==> config.mk <==
export PLATFORM = sky130hd
export DESIGN_NAME = lsu_mem_ctrl
export DESIGN_NICKNAME = d
export VERILOG_FILES = /design/src/rtl/lsu_mem_ctrl.sv
export SDC_FILE = /design/constraint.sdc
export NUM_CORES = 1
export LEC_CHECK = 0
export BUFFER_PORTS_ARGS = -buffer_cell sky130_fd_sc_hd__buf_2
export CORE_MARGIN = 2
export CORE_UTILIZATION = 54
export DETAILED_ROUTE_END_ITERATION = 8
export GPL_TIMING_DRIVEN = 0
export PLACE_DENSITY_LB_ADDON = 0.1
export RECOVER_POWER = 50
export SLEW_MARGIN = 20
export SYNTH_ARGS = -nofsm -noshare
export SYNTH_HDL_FRONTEND = slang
export SYNTH_SLANG_ARGS = --single-unit
==> constraint.sdc <==
create_clock -name clk -period 4.5 [get_ports clk]
set_input_delay 0 -clock clk [delete_from_list [all_inputs] [get_ports clk]]
set_output_delay 0 -clock clk [all_outputs]
set_load 0.02 [all_outputs]
==> src/rtl/lsu_mem_ctrl.sv <==
// Multi-cycle load/store initiator: request handshake -> timed memory access -> extended response.
// Optional feature macro LSU_MISALIGN_SPLIT_EN: in-range misaligned half/word run as byte sequences.
module lsu_mem_ctrl #(
  parameter int MEM_WAIT   = 0,
  parameter int ADDR_LIMIT = 1024
) (
  input  logic        clk,
  input  logic        rst,
  input  logic        req_valid,
  output logic        req_ready,
  input  logic        req_we,
  input  logic [1:0]  req_size,
  input  logic        req_unsigned,
  input  logic [31:0] req_addr,
  input  logic [31:0] req_wdata,
  output logic        rsp_valid,
  output logic [31:0] rsp_rdata,
  output logic        rsp_misalign,
  output logic        rsp_oob,
  output logic        MemRead,
  output logic        MemWrite,
  output logic [1:0]  SigSize,
  output logic [31:0] ADD,
  output logic [31:0] WriteData,
  input  logic [31:0] ReadData
);

`ifdef LSU_MISALIGN_SPLIT_EN
  localparam logic SPLIT_EN = 1'b1;
`else
  localparam logic SPLIT_EN = 1'b0;
`endif
  localparam logic [3:0] WAIT_LAST = 4'(MEM_WAIT);

  typedef enum logic [1:0] {S_IDLE, S_ACCESS, S_RESP} state_t;
  state_t r_state, w_state_next;

  logic        r_we, r_unsigned, r_split, r_oob, r_misalign;
  logic [1:0]  r_size;
  logic [31:0] r_addr, r_wdata, r_rdata;
  logic [3:0]  r_wait_cnt;
  logic [1:0]  r_byte_idx;

  logic        w_handshake, w_oob, w_misalign, w_split;
  logic [1:0]  w_size;
  logic [2:0]  w_nbytes;
  logic [32:0] w_end;
  logic        w_wait_done, w_access_done;
  logic [1:0]  w_last_idx;
  logic [7:0]  w_wbyte;
  logic [31:0] w_wmasked, w_ext;

  assign req_ready   = (r_state == S_IDLE) & ~rst;
  assign w_handshake = req_valid & req_ready;

  // Size 11 behaves exactly like a word everywhere, so normalise it once here.
  assign w_size = req_size[1] ? 2'b10 : req_size;

  always_comb begin
    case (w_size)
      2'b00:   w_nbytes = 3'd1;
      2'b01:   w_nbytes = 3'd2;
      default: w_nbytes = 3'd4;
    endcase
  end

  // 33-bit end address so accesses near 2^32 cannot wrap back into range.
  assign w_end      = {1'b0, req_addr} + {30'd0, w_nbytes};
  assign w_oob      = w_end > 33'(ADDR_LIMIT);
  assign w_misalign = ((w_size == 2'b01) & req_addr[0]) |
                      ((w_size == 2'b10) & (req_addr[1:0] != 2'b00));
  assign w_split    = SPLIT_EN & w_misalign & ~w_oob;

  assign w_last_idx    = (r_size == 2'b01) ? 2'd1 : 2'd3;
  assign w_wait_done   = (r_wait_cnt == WAIT_LAST);
  assign w_access_done = w_wait_done & (~r_split | (r_byte_idx == w_last_idx));

  assign w_wbyte = r_wdata[{r_byte_idx, 3'b000} +: 8];

  always_comb begin
    case (r_size)
      2'b00:   w_wmasked = {24'd0, r_wdata[7:0]};
      2'b01:   w_wmasked = {16'd0, r_wdata[15:0]};
      default: w_wmasked = r_wdata;
    endcase
  end

  always_comb begin
    case (r_size)
      2'b00:   w_ext = {{24{~r_unsigned & r_rdata[7]}},  r_rdata[7:0]};
      2'b01:   w_ext = {{16{~r_unsigned & r_rdata[15]}}, r_rdata[15:0]};
      default: w_ext = r_rdata;
    endcase
  end

  always_comb begin
    w_state_next = r_state;
    MemRead      = 1'b0;
    MemWrite     = 1'b0;
    SigSize      = 2'b00;
    ADD          = 32'd0;
    WriteData    = 32'd0;
    case (r_state)
      S_IDLE: begin
        if (w_handshake)
          w_state_next = (w_oob | (w_misalign & ~w_split)) ? S_RESP : S_ACCESS;
      end
      S_ACCESS: begin
        MemRead  = ~r_we;
        MemWrite = r_we;
        if (r_split) begin
          ADD       = r_addr + {30'd0, r_byte_idx};
          WriteData = r_we ? {24'd0, w_wbyte} : 32'd0;
        end else begin
          SigSize   = r_size;
          ADD       = r_addr;
          WriteData = r_we ? w_wmasked : 32'd0;
        end
        if (w_access_done)
          w_state_next = S_RESP;
      end
      S_RESP:  w_state_next = S_IDLE;
      default: w_state_next = S_IDLE;
    endcase
  end

  always_ff @(posedge clk) begin
    if (rst) begin
      r_state    <= S_IDLE;
      r_we       <= 1'b0;
      r_unsigned <= 1'b0;
      r_split    <= 1'b0;
      r_oob      <= 1'b0;
      r_misalign <= 1'b0;
      r_size     <= 2'b00;
      r_addr     <= 32'd0;
      r_wdata    <= 32'd0;
      r_rdata    <= 32'd0;
      r_wait_cnt <= 4'd0;
      r_byte_idx <= 2'd0;
    end else begin
      r_state <= w_state_next;
      if (w_handshake) begin
        r_we       <= req_we;
        r_unsigned <= req_unsigned;
        r_size     <= w_size;
        r_addr     <= req_addr;
        r_wdata    <= req_wdata;
        r_oob      <= w_oob;
        r_misalign <= w_misalign & ~w_split & ~w_oob;
        r_split    <= w_split;
        r_rdata    <= 32'd0;
        r_wait_cnt <= 4'd0;
        r_byte_idx <= 2'd0;
      end else if (r_state == S_ACCESS) begin
        if (w_wait_done) begin
          r_wait_cnt <= 4'd0;
          // Split loads gather one byte per sub-access, little-endian.
          if (r_split) begin
            r_rdata[{r_byte_idx, 3'b000} +: 8] <= ReadData[7:0];
            r_byte_idx <= r_byte_idx + 2'd1;
          end else begin
            r_rdata <= ReadData;
          end
        end else begin
          r_wait_cnt <= r_wait_cnt + 4'd1;
        end
      end
    end
  end

  assign rsp_valid    = (r_state == S_RESP);
  assign rsp_rdata    = (rsp_valid & ~r_we & ~r_oob & ~r_misalign) ? w_ext : 32'd0;
  assign rsp_oob      = rsp_valid & r_oob;
  assign rsp_misalign = rsp_valid & r_misalign;

endmodule
After elaboration in Yosys (flattened, before gate mapping). Index checks and enable logic that the tools add are counted.

Reductions and logical operators: 8. $add $sub $neg: 2. Mux-type cells: 16. Bitwise operators: 20. Eq/ne operators: 7. Magnitude comparators: 1.

Operators with widths (number): 32-bit 2-to-1 mux (4); 32-bit case mux with 2 select lines (2); 32-bit by 3-bit adder with 33-bit output (1); 33-bit by 11-bit > comparator with 1-bit output (second input constant) (1); 1-bit bitwise AND (12); 2-bit 2-to-1 mux (5); 2-bit by 1-bit equality test with 1-bit output (second input constant) (3); 2-bit zero test (3); 1-bit NOT (6); 3-bit case mux with 2 select lines (1); 4-bit by 1-bit adder with 4-bit output (second input constant) (1); 2-bit equality test (second input constant) (2); 4-bit zero test (1); 4-bit 2-to-1 mux (1); 2-bit inequality test (second input constant) (2); 2-bit case mux with 2 select lines (1); 2-bit AND reduction (2); 1-bit 2-to-1 mux (2); 1-bit OR (2); 2-bit nonzero test (1); 2-bit OR reduction (1).

Input bits: 103. Logic and storage cells: 64. Register bits: 108. Output and inout bits: 104.

Depth between registers and ports, before layout. Gate-level depths: netlist (run 1).

Depth after elaboration: 9. Depth in mapped cells: 10.

Least setup slack after synthesis (run 1). OpenSTA, ideal clock, no wires.

Path type: input to register. Start point: in req_size[1]. End point: reg r_state[1]. Library setup time: 0.117 ns. Data arrival time: 2.211 ns. Cell stages on the path: 9. Slack: 2.172 ns. Required time: 4.383 ns. Buffers on the path: 0. Cells stage by stage: nor2_1 -> ha_1 -> fa_1 -> xor2_1 -> a2111oi_0 -> o21a_1 -> a31oi_2 -> or4_4 -> o22a_1.

Cells in the longest elaborated chain, start to end: 9.

Ends and longest elaborated chain: start: declaration (RTL line 12) `input logic [1:0] req_size,`; 2-bit 2-to-1 mux (*) (RTL line 57) `assign w_size = req_size[1] ? 2'b10 : req_size;`; 2-bit by 1-bit equality test with 1-bit output or 2-bit zero test (tied branches) (RTL line 60, 70); 3-bit case mux with 2 select lines (RTL line 60) `case (w_size)`; 32-bit by 3-bit adder with 33-bit output (RTL line 68) `assign w_end = {1'b0, req_addr} + {30'd0, w_nbytes};`; 33-bit by 11-bit > comparator with 1-bit output (RTL line 69) `assign w_oob = w_end > 33'(ADDR_LIMIT);`; 1-bit OR (*) (RTL line 106) `w_state_next = (w_oob | (w_misalign & ~w_split)) ? S_RESP : S_ACCESS;`; 2-bit 2-to-1 mux (*) (RTL line 106); 2-bit 2-to-1 mux (*) (RTL line 105) `if (w_handshake)`; 2-bit case mux with 2 select lines (*) (RTL line 103) `case (r_state)`; end signal: assignment (RTL line 142) `r_state <= w_state_next;`; end: declaration (RTL line 36) `state_t r_state, w_state_next;`.

Every way passes the cells marked *; elsewhere a longest branch is shown, timed or not. The select of a mux whose other input is x is not followed. A chain may end at the register's enable or synchronous reset.

Final worst setup path (run 1).
Start point: reg r_state[0]. End point: out rsp_rdata[25].

Cells in the longest elaborated chain, start to end: 5.

Ends and longest elaborated chain: 2-bit equality test (RTL line 172) `assign rsp_valid = (r_state == S_RESP);`; 1-bit bitwise AND (3 in a row) (RTL line 173) `assign rsp_rdata = (rsp_valid & ~r_we & ~r_oob & ~r_misalign) ? w_ext : 32'd0;`; 32-bit 2-to-1 mux (RTL line 173); end: declaration (RTL line 17) `output logic [31:0] rsp_rdata,`.

Every way passes these cells.

==> results of run 1 <==
==> sequential cells by signal (all words and copies together), names as in the netlist <==
signal and count:
r_addr 32, r_rdata 32, r_wdata 32, r_wait_cnt 4, r_size 2, r_state 2
r_misalign 1, r_oob 1, r_unsigned 1, r_we 1
==> layout by cell type (no fill, tap or decap), types with 5 or more instances in the layout <==
| cell | n |
|---|---|
| and3_1 | 11 |
| buf_2 | 181 |
| nand2_1 | 150 |
| xor2_1 | 8 |
| nand3_1 | 12 |
| dlygate4sd3_1 | 99 |
| nand4_1 | 7 |
| o21ai_0 | 80 |
| inv_1 | 20 |
| clkbuf_8 | 10 |
| and2_0 | 16 |
| clkbuf_1 | 71 |
| o21ai_1 | 5 |
| nor2_1 | 20 |
| a21oi_1 | 64 |
| and2_1 | 58 |
| ha_1 | 5 |
| dfxtp_1 | 108 |
| nand2b_1 | 69 |
| nor3_1 | 10 |
==> metrics by stage <==
stage | area [sq um] | power (mW) | instances
finish | 8010 | 1.99 | 1210
global route | 8010 | 2.07 | 1210
CTS | 8060 | 1.99 | 1210
detailed placement | 6850 | 1.28 | 1096
global placement | 6850 | 1.28 | 1096
floorplan | 5650 | 1.17 | 754
==> cell type report <==
| cell class | count | area (sq um) |
|---|---|---|
| inverters | 20 | 75.1 |
| fillers | 788 | 2220 |
| well taps | 136 | 170 |
| flip-flops and latches | 108 | 2160 |
| clock inverters | 5 | 86.3 |
| multi-input cells | 578 | 3200 |
| clock buffers | 10 | 128 |
| plain buffers | 48 | 198 |
| repair buffers | 305 | 1990 |
==> critical path, cell delays in order, from the launching register on <==
cell	delay (ns)
dfxtp_1	0.35
nand2b_1	0.18
nor4_1	0.97
o21ai_1	0.45
clkbuf_1	0.34
a21oi_1	0.19
buf_2	0.19
==> routing by layer <==
| layer | global-route usage (%) | vias to the layer above | routed length [um] | part of all wire (%) |
|---|---|---|---|---|
| met5 | 0 | - | 0 | 0 |
| met4 | 9.02 | 0 | 320 | 1.8 |
| met3 | 5.27 | 37 | 1290 | 7.2 |
| met2 | 53.8 | 265 | 8560 | 48 |
| met1 | 38.9 | 2855 | 7650 | 43 |
| li1 | - | 3132 | - | - |
==> cells by family (layout without fill, tap and decap cells) <==
| kind of cell | Yosys count | after routing | share of synthesized area (%) |
|---|---|---|---|
| buf+inv | 68 | 388 | 4.96 |
| mux | 4 | 4 | 0.709 |
| flops | 108 | 108 | 38.3 |
| xor+xnor | 9 | 9 | 1.40 |
| fa+ha+maj | 6 | 6 | 1.46 |
| simple gates | 384 | 384 | 35.6 |
| compound gates | 175 | 175 | 17.6 |
==> worst paths after layout <==
check | to | slack (ns) | cells after the start
max | rsp_rdata[25] | 1.48 | 6
min | r_size[0] | 0.15 | 3
max reg2reg | r_wdata[29] | 2.11 | 7
min reg2reg | r_rdata[1] | 0.46 | 2
==> report_power, final <==
part	switching, mW	total [mW]	internal, mW
combinational	0.156	0.308	0.152
sequential	0.0226	1.02	1.00
clock	0.341	0.657	0.315
==> repair_timing <==
item | 4_1_cts | 5_1_grt
buffers inserted | 0 | 0
endpoints found under the hold margin | 99 | 0
hold buffers | 99 | 0
==> flow_metrics.env, run 1 <==
export IMPL_worstSkewPairLatency_ns=0.36
export IMPL_fp_row_count=37
export IMPL_start_kind="flip-flop"
export IMPL_synth_ff_latch_count=108
export IMPL_maxCapViolations=0
export IMPL_synth_cell_area_sq_um=5650
export IMPL_r2r_start="r_state[0]"
export IMPL_setup_ws_ns=1.48
export IMPL_grt_max_degree=18
export IMPL_n_antenna_cell=0
export IMPL_post_cts_resized=0
export IMPL_cts_buffers=9
export IMPL_grtUsageTotal_pct=30.8
export IMPL_die_h_um=106
export IMPL_clkTransAtPathRegs_ns=0.10
export IMPL_layout_area_overhead_vs_synth_pct=41.9
export IMPL_syn_inst=754
export IMPL_yosysTopAreaCellShare_pct=38.3
export IMPL_hpwlAfterDp_mm=11.5
export IMPL_yosys_warnings=0
export IMPL_yosys_area_top_type="dfxtp_1"
export IMPL_ant_nets=0
export IMPL_synthFlopType="dfxtp_1"
export IMPL_root_buffer="clkbuf_8"
export IMPL_power_density_nw_per_um2=248
export IMPL_slew_headroom_pct=14.4
export IMPL_io_buffers=206
export IMPL_outcome="finished, final reports clean"
export IMPL_hold_start="req_size[0]"
export IMPL_synth_most_common_cell="nand2_1"
export IMPL_antenna_found_initial=0
export IMPL_numClockSinks=108
export IMPL_async_flop_share_pct=0
export IMPL_dp_slack_ns=1.80
export IMPL_first_iter_violations=508
export IMPL_finalSetupViolCount=0
export IMPL_peakVddDrop_uv=198
export IMPL_worstPathMaxFanout=10
export IMPL_wire_per_inst_um=14.7
export IMPL_synth_top_cells_by_count="nand2_1, dfxtp_1, o21ai_0"
export IMPL_drt_pass1_iterations=6
export IMPL_nets=1179
export IMPL_cp_required_ns=4.50
export IMPL_period_needed_ns=3.02
export IMPL_drc=0
export IMPL_synth_edf_count=0
export IMPL_syn_nets=863
export IMPL_crit_start="r_state[0]"
export IMPL_arrival_ns=3.02
export IMPL_vias=6289
export IMPL_ys_top_cells_by_area="dfxtp_1, nand2_1, and2_1, nand2b_1, o21ai_0"
export IMPL_start_util_pct=55.2
export IMPL_min_path_type="in -> reg"
export IMPL_io_pins=207
export IMPL_dieArea_sq_um=11300
export IMPL_ys_seq_area_share_pct=38.3
export IMPL_coreArea_sq_um=10200
export IMPL_drive_gt1_share_pct=20.3
export IMPL_p_leak_nw=3.33
export IMPL_rsz0062_at_grt="false"
export IMPL_routed_via_density=5.20
export IMPL_setup_tns_final_ns=0
export IMPL_cts_path_max_buffers=2
export IMPL_die_w_um=106
export IMPL_whs_ns=0.148
export IMPL_path_class="reg -> out"
export IMPL_tritoncts="yes"
export IMPL_hold_viol=0
export IMPL_end_kind="output pin"
export IMPL_timing_fmax_ghz=0.331
export IMPL_grt_pass1_wl_mm=28.4
export IMPL_h_tree_depth=3
export IMPL_grt_pass1_vias=6069
export IMPL_period_share_pct=67.2
export IMPL_finClkSkew_ns=0.0124
export IMPL_worst_pin_slew_ns=1.27
export IMPL_slew_viol_final=0
export IMPL_synth_cell_type_count=61
export IMPL_final_core_util_pct=78.3
export IMPL_syn_area_per_cell_sq_um=7.49
export IMPL_grt_overflow=0
export IMPL_place_gp_congestion=0.847
export IMPL_wl_mm=17.8
No activity file was read; power rests on OpenSTA's default activity.
==> inputs of run 2 (changes only) <==
- CORE_UTILIZATION: 54 -> 50
- clock period: 4.5 -> 3.06 ns (I/O delays scaled with it)
==> run 2 against run 1 <==
Combinational power increased by 46%. Sequential power increased by 48%. Clock power increased by 95%. Critical path depth increased by 5. Die area increased by 7.7%. Global-route usage decreased by 3.1 points. Clock-buffer cell count decreased by 1. Clock skew decreased by 0.0068 ns. Non-clock buffer count unchanged. Routed wire length decreased by 1.2%. Critical path type is now in -> reg. Largest cell class unchanged.
==> flow_metrics.env, run 2 (synthesis results as in run 1) <==
export IMPL_finalSetupViolCount=0
export IMPL_p_leak_nw=3.33
export IMPL_path_class="in -> reg"
export IMPL_cp_slowest_stage_delay_ns=0.58
export IMPL_rsz0062_at_grt="false"
export IMPL_reg2regPathDepth=7
export IMPL_start_kind="primary input"
export IMPL_die_h_um=110
export IMPL_whs_ns=0.152
export IMPL_worstSkewPairLatency_ns=0.35
export IMPL_critPathSlowestCell="or4_4"
export IMPL_cp_depth=11
export IMPL_grt_max_degree=20
export IMPL_layout_commonest_cell="buf_2"
export IMPL_io_pins=207
export IMPL_cp_required_ns=3.30
export IMPL_nets=1179
export IMPL_first_iter_violations=303
export IMPL_top_regs="r_addr: 32 flops, r_rdata: 32 flops, r_wdata: 32 flops"
export IMPL_grt_overflow=0
export IMPL_vias=6194
export IMPL_drive_gt1_share_pct=19.4
export IMPL_drt_pass1_iterations=5
export IMPL_io_buffers=206
export IMPL_arrival_ns=3.16
export IMPL_wire_per_inst_um=14.5
export IMPL_power_mw=3.24
export IMPL_post_cts_resized=0
export IMPL_drc=0
export IMPL_die_w_um=110
export IMPL_hold_viol=0
export IMPL_layout_area_overhead_vs_synth_pct=43.9
export IMPL_place_gp_congestion=0.890
export IMPL_period_needed_ns=2.92
export IMPL_wl_mm=17.6
export IMPL_period_share_pct=95.5
export IMPL_fp_row_count=38
export IMPL_power_density_nw_per_um2=398
export IMPL_timing_fmax_ghz=0.342
export IMPL_ant_nets=0
export IMPL_setup_tns_final_ns=0
export IMPL_coreArea_sq_um=10900
export IMPL_routed_via_density=5.10
export IMPL_grtUsageTotal_pct=27.7
export IMPL_peakVddDrop_uv=330
export IMPL_slew_headroom_pct=51.0
export IMPL_finClkSkew_ns=0.00556
export IMPL_antenna_found_initial=0
export IMPL_n_antenna_cell=0
export IMPL_h_tree_depth=3
export IMPL_critPathTopFamily="compound AO/OA/AOI/OAI gates"
export IMPL_crit_buf_inv=2
export IMPL_min_path_type="in -> reg"
export IMPL_maxCapViolations=0
export IMPL_worst_pin_slew_ns=0.729
export IMPL_holdPathStages=5
export IMPL_tritoncts="yes"
export IMPL_cts_path_max_buffers=2
export IMPL_placed_cell_area_sq_um=6860
export IMPL_worstPathMaxFanout=5
export IMPL_fin_area_sq_um=8130
export IMPL_slew_viol_final=0
export IMPL_clkTransAtPathRegs_ns=0.07
export IMPL_grt_pass1_wl_mm=26.6
export IMPL_final_core_util_pct=74.3
export IMPL_final_cell_mix="buf_2, nand2_1, dfxtp_1"
export IMPL_path_cells="dlygate4sd3_1 -> buf_2 -> nor2_1 -> ha_1 -> fa_1 -> xor2_1 -> a2111oi_0 -> o21a_1 -> a31oi_2 -> or4_4 -> o22a_1"
export IMPL_numClockSinks=108
export IMPL_hpwlAfterDp_mm=11.5
export IMPL_root_buffer="clkbuf_16"
export IMPL_end_kind="flip-flop"
export IMPL_outcome="finished, final reports clean"
export IMPL_cts_buffers=9
export IMPL_grt_pass1_vias=5850
export IMPL_dieArea_sq_um=12200
export IMPL_start_util_pct=51.6
==> run 2: cell types whose count changed in the layout (fill, tap and decap cells not counted) <==
cell        before  now
nor4_2           0    1
clkbuf_8        10    1
clkbuf_16        0    9
clkinv_4         0    1
inv_6            0    2
clkbuf_1        71   82
nor4_1           4    3
and2_0          16   23
buf_2          181  169
and2_1          58   51
clkinvlp_4       2    1
==> run 2: final timing paths <==
kind                                   from    endpoint  slack [ns]
worst max-delay path            req_size[1]  r_state[1]        0.14
worst min-delay path            req_size[0]  r_misalign        0.15
worst max register to register   r_state[0]  r_wdata[0]        0.57
worst min register to register   r_rdata[5]  r_rdata[5]        0.46
==> run 2: worst min-delay path: stages <==
cell and delay (ns):
buf_2 0.11, a21oi_1 0.13, nor2_1 0.08, nand3_1 0.08
o21ai_1 0.05
==> run 2: layer usage <==
layer / track usage (%) / routed length [um] / up-vias
met5: 0 / 0 / -
met4: 9.82 / 522 / 0
li1: - / - / 3133
met2: 51.1 / 8810 / 207
met3: 4.88 / 929 / 47
met1: 32.0 / 7360 / 2807
==> run 2: area by class of cell <==
class | count | area, sq um
tap | 140 | 175
inverter | 20 | 75.1
clock inverter | 7 | 105
sequential | 108 | 2160
fill | 899 | 2810
clock buffer | 9 | 225
timing repair buffer | 305 | 1980
buffer | 48 | 198
multi-input combinational | 578 | 3210
==> run 2: timing repair <==
item | 4_1_cts | 5_1_grt
buffers inserted | 0 | 0
hold buffers | 99 | 0
endpoints found under the hold margin | 99 | 0
==> run 2: stage by stage <==
stage,setup slack [ns],std cells
3_5_place_dp,0.319,1100
4_1_cts,0.161,1215
5_1_grt,0.0345,1215
2_1_floorplan,0.732,754
3_3_place_gp,0.332,1100
6_report,0.139,1215
==> run 2: where the power goes <==
| group | total (mW) | leakage [nW] | switching [mW] | internal, mW |
|---|---|---|---|---|
| registers | 1.51 | 0.883 | 0.0332 | 1.47 |
| logic | 0.450 | 2.28 | 0.226 | 0.224 |
| clock network | 1.28 | 0.159 | 0.551 | 0.731 |
